===== src/rtl/msi_snoop_ctrl.sv =====
// msi_snoop_ctrl: bus-side MSI snoop responder that borrows the local cache port to flush, downgrade or invalidate.
// Define SNOOP_STATS_EN to add saturating hit/flush/invalidate counters.
module msi_snoop_ctrl #(
    parameter logic [1:0] CORE_ID = 2'd0
) (
    input  logic        clk,
    input  logic        rst_n,
    input  logic        bus_valid,
    output logic        bus_ready,
    input  logic [1:0]  bus_cmd,
    input  logic [1:0]  bus_src,
    input  logic [10:0] bus_addr,
    output logic        port_req,
    input  logic        port_gnt,
    output logic [10:0] cache_addr,
    output logic        cache_re,
    output logic        cache_we,
    output logic [1:0]  cache_wstate,
    output logic [63:0] cache_wr_data,
    input  logic        cache_hit,
    input  logic [1:0]  cache_rstate,
    input  logic [63:0] cache_rd_data,
    output logic        snp_done,
    output logic        snp_hit,
    output logic        snp_flush,
    output logic        snp_err,
`ifdef SNOOP_STATS_EN
    output logic [15:0] stat_hits,
    output logic [15:0] stat_flushes,
    output logic [15:0] stat_invals,
`endif
    output logic [63:0] flush_data
);
    typedef enum logic [1:0] {INVALID, SHARED, MODIFIED, EXCLUSIVE} blk_state_t;
    typedef enum logic [2:0] {IDLE, ARB, LOOKUP, UPDATE, RESP} st_t;
    localparam logic [1:0] CMD_NONE = 2'b00, CMD_RD = 2'b01, CMD_RDX = 2'b10, CMD_UPGR = 2'b11;

    st_t state, next;
    blk_state_t ws_q, ws_d;
    logic live, acc, hit_d, m, e, s, we_d, flush_d, err_d;
    logic hit_q, flush_q, err_q;
    logic [1:0] cmd_q;
    logic [10:0] addr_q;
    logic [63:0] data_q;

    always_comb begin
        acc = bus_valid && bus_ready;
        hit_d = cache_hit && cache_rstate != INVALID;
        m = hit_d && cache_rstate == MODIFIED;
        e = hit_d && cache_rstate == EXCLUSIVE;
        s = hit_d && cache_rstate == SHARED;
        we_d = cmd_q == CMD_RD ? (m || e) : cmd_q == CMD_RDX ? hit_d : cmd_q == CMD_UPGR ? s : 1'b0;
        ws_d = cmd_q == CMD_RD ? SHARED : INVALID;
        flush_d = (cmd_q == CMD_RD || cmd_q == CMD_RDX) && m;
        err_d = cmd_q == CMD_UPGR && (m || e);
        next = state;
        case (state)
            IDLE:    if (acc) next = (bus_cmd == CMD_NONE || bus_src == CORE_ID) ? RESP : ARB;
            ARB:     if (port_gnt) next = LOOKUP;
            LOOKUP:  next = we_d ? UPDATE : RESP;
            UPDATE:  next = RESP;
            RESP:    next = IDLE;
            default: next = IDLE;
        endcase
    end

    always_ff @(posedge clk or negedge rst_n) begin
        if (!rst_n) begin
            state <= IDLE;
            live <= 1'b0;
            port_req <= 1'b0;
            cmd_q <= CMD_NONE;
            addr_q <= '0;
            data_q <= '0;
            ws_q <= INVALID;
            hit_q <= 1'b0;
            flush_q <= 1'b0;
            err_q <= 1'b0;
        end else begin
            state <= next;
            live <= 1'b1;
            port_req <= next == ARB || next == LOOKUP || next == UPDATE;
            if (acc) begin
                cmd_q <= bus_cmd;
                addr_q <= bus_addr;
                data_q <= '0;
                hit_q <= 1'b0;
                flush_q <= 1'b0;
                err_q <= 1'b0;
            end
            if (state == LOOKUP) begin
                data_q <= cache_rd_data;
                ws_q <= ws_d;
                hit_q <= hit_d;
                flush_q <= flush_d;
                err_q <= err_d;
            end
        end
    end

    assign bus_ready = live && state == IDLE;
    assign cache_re = state == LOOKUP;
    assign cache_we = state == UPDATE;
    assign cache_addr = (cache_re || cache_we) ? addr_q : '0;
    assign cache_wstate = cache_we ? ws_q : INVALID;
    assign cache_wr_data = cache_we ? data_q : '0;
    assign snp_done = state == RESP;
    assign snp_hit = snp_done && hit_q;
    assign snp_flush = snp_done && flush_q;
    assign snp_err = snp_done && err_q;
    assign flush_data = snp_flush ? data_q : '0;

`ifdef SNOOP_STATS_EN
    logic inval_q;
    always_ff @(posedge clk or negedge rst_n) begin
        if (!rst_n) begin
            inval_q <= 1'b0;
            stat_hits <= '0;
            stat_flushes <= '0;
            stat_invals <= '0;
        end else begin
            if (acc) inval_q <= 1'b0;
            if (state == LOOKUP) inval_q <= we_d && ws_d == INVALID;
            if (snp_done) begin
                if (hit_q && stat_hits != 16'hFFFF) stat_hits <= stat_hits + 16'd1;
                if (flush_q && stat_flushes != 16'hFFFF) stat_flushes <= stat_flushes + 16'd1;
                if (inval_q && stat_invals != 16'hFFFF) stat_invals <= stat_invals + 16'd1;
            end
        end
    end
`endif
endmodule


===== config.mk =====
export PLATFORM = sky130hd
export DESIGN_NAME = msi_snoop_ctrl
export DESIGN_NICKNAME = d
export VERILOG_FILES = /design/src/rtl/msi_snoop_ctrl.sv
export SDC_FILE = /design/constraint.sdc
export NUM_CORES = 1
export LEC_CHECK = 0
export CORE_ASPECT_RATIO = 1.75
export CORE_MARGIN = 2
export CORE_UTILIZATION = 25
export CTS_CLUSTER_DIAMETER = 100
export CTS_CLUSTER_SIZE = 8
export DETAILED_ROUTE_END_ITERATION = 7
export GPL_TIMING_DRIVEN = 0
export SYNTH_ARGS = -nofsm -noshare
export SYNTH_HDL_FRONTEND = slang
export SYNTH_SLANG_ARGS = --single-unit

===== constraint.sdc =====
create_clock -name clk -period 1.8 [get_ports clk]
set_clock_uncertainty 0.1 [all_clocks]
set_input_delay 0.36 -clock clk [delete_from_list [all_inputs] [get_ports clk]]
set_output_delay 0.36 -clock clk [all_outputs]
set_load 0.02 [all_outputs]

==> impl_metrics.ini <==
[status]
status = complete, but fails checks
violations = negative setup slack

[clocking]
htree_levels = 3
cts_tree = built
path_clk_slew_ns = 0.06
cts.sinks = 86
cts_buffer_depth = 2
clk_latency_ns = 0.33
clockRootBuffer = clkbuf_16
cts_inserted_buffers = 9

[placed_design]
numPortBuffers = 233
routabilityCongestion = 0.837
dp_hpwl_um = 12400
dp_slack_ns = -1.08

[sta]
drv_slew = 0
setup_violations = 198
min_period_ns = 2.30
final.setup.worst_slack_ns = -0.501
timing.fmax_mhz = 435
period_share_pct = 128
final-hold-violation-count = 0
worst_slew_pin_slew_ns = 0.530
slew_headroom_pct = 64.7
rsz0062_at_grt = true
final.setup.tns_ns = -57.40

[layout]
drive_gt1_share_pct = 58.0
nNetsFinal = 782
final_common_cell = buf_6
fillers = 1506
mostFrequentLayoutCells = buf_6, and3_4, clkdlybuf4s50_1, dfrtp_1, a22o_1
syn2layout_area_growth_pct = 110
diodes = 0
fin_util_pct = 52.8

[synthesis]
syn_area_sq_um = 4230
ys.flop_type = dfrtp_1
synth_edf_count = 0
synth-seq-cells = 86
syn_area_per_cell_sq_um = 10.8
synth.top_cell.area_share_pct = 50.9
ys.warnings.count = 0
synthTopCellsByArea = dfrtp_1, and3_1, a22o_1, mux2_2, clkbuf_1
async_flop_share_pct = 100
synth_cell_type_count = 32
synth.yosys.seq_area_share_pct = 50.9
syn_inst = 393
synth_nets = 482
yosysTopAreaCell = dfrtp_1

[setup_path]
r2r_end = data_q[60]
end_kind = output pin
cp-start-kind = flip-flop
cp.required_ns = 1.34
rr_startpoint = state[1]
arrival_ns = 1.84
r2r_setup_slack_ns = -0.05
r2r_cells = 8
critPathKind = reg2out
critical_path_peak_fanout = 6

[floorplanning]
start_util_pct = 25.2
die_w_um = 102
die-area_sq_um = 18000
die_height_um = 176
placementRows = 63
core-area_sq_um = 16800
boundaryPins = 235

[global_routing]
antenna_found_initial = 0
grt_pass1_vias = 4729
grt-ovfl-total = 0
grt_first_pass_wirelength_um = 26100
grt_max_degree = 50
grtUsageTotal_pct = 18.9

[routing]
vias = 4436
first_pass_iters = 4
avgRoutedWirePerCell_um = 19.4
drt-initial-drc-count = 129
routed_wl_um = 17900
postRouteAntennaNets = 0
vias_per_cell = 4.80
drc = 0

[worst_hold_path]
min_path_type = reg2reg
hp-start = hit_q
holdPathStages = 2
min_to = hit_q

[power_and_ir_drop]
peakVddDrop_mv = 0.472
p_leak_nw = 4.24
power_density_nw_per_um2 = 937

[run]
maxCapViolCount = 0
[per-stage QoR]
step           cell area, sq um  total power, mW  hold slack, ns  std cells
2_1_floorplan              4280             4.32         -0.0356        393
3_3_place_gp               6900             5.20           0.347        853
3_5_place_dp               6930             5.28           0.267        854
4_1_cts                    8090             7.96           0.376        905
5_1_grt                    8870             8.79           0.401        925
6_report                   8870             8.31           0.372        925
[how the worst max path moves through the flow]
stage / startpoint / endpoint / slack (ns) / cells after the start
2_1_floorplan: state[0] / flush_data[37] / 0.02 / 5
3_3_place_gp: rst_n / addr_q[3] / -2.96 / 1
3_5_place_dp: state[1] / cache_wr_data[48] / -1.08 / 5
4_1_cts: state[0] / flush_data[50] / -0.54 / 8
5_1_grt: state[0] / flush_data[44] / -0.55 / 8
6_report: state[0] / flush_data[52] / -0.50 / 8
[report_power, final]
part / leakage, nW / switching, mW / internal, mW
sequential: 1.13 / 0.594 / 2.67
combinational: 2.96 / 1.31 / 1.80
clock: 0.145 / 0.788 / 1.16
total: 4.24 / 2.69 / 5.62
[kinds of logic (layout without fill, tap and decap cells)]
group                      count (synthesis)  in the layout  share of synthesized area, %
other                                      2              2                         0.177
DFF                                       86             86                          50.9
and+or+nand+nor                          164            164                          24.3
AOI/OAI and AO/OA                         74             74                          14.9
buffers and inverters                     50            355                          5.14
adders and majority gates                  3              3                         0.887
muxes                                     14             14                          3.73
[worst max-delay path: stages, from the launching register on]
cell and delay [ns]:
dfrtp_1 0.37, buf_6 0.13, nor3b_4 0.17, buf_6 0.13, buf_6 0.10, clkbuf_16 0.15, clkbuf_16 0.14, and3_2 0.20
buf_6 0.12
[final cells by class]
class / count / area, sq um / area share [%]
Buffer: 41 / 450 / 5.08
Clock buffer: 12 / 256 / 2.89
Clock inverter: 4 / 53.8 / 0.606
Inverter: 3 / 11.3 / 0.127
Multi-Input combinational cell: 257 / 2390 / 27.0
Sequential cell: 86 / 2150 / 24.3
Tap cell: 227 / 284 / 3.20
Timing Repair Buffer: 295 / 3270 / 36.8
[routing by layer]
layer	part of all wire [%]	global-route usage, %
met1	37	21.3
met5	0	0
met3	4.6	3.40
met4	2.7	6.78
met2	56	34.6
[registers in the layout, summed over array words and instances (netlist names)]
name      cells
data_q       64
addr_q       11
state         3
cmd_q         2
err_q         1
flush_q       1
hit_q         1
live          1
port_req      1
ws_q          1
[synth_stat cells (3+ instances only)]
cell	instances
ha_1	3
and2_1	15
buf_2	9
and3_1	129
clkbuf_1	34
a22o_1	64
inv_1	3
mux2_2	14
nand2_1	4
dfrtp_1	86
nor2_1	4
[what timing repair did]
item | 4_1_cts | 5_1_grt
hold buffers | 1 | 0
gates resized for setup | 964 | 169
setup endpoints to repair | 208 | 224
endpoints found under the hold margin | 37 | 0
pin swaps | 3 | 16
buffers inserted | 31 | 16
gates cloned | 5 | 9
Power figures use the tool's default switching activity.
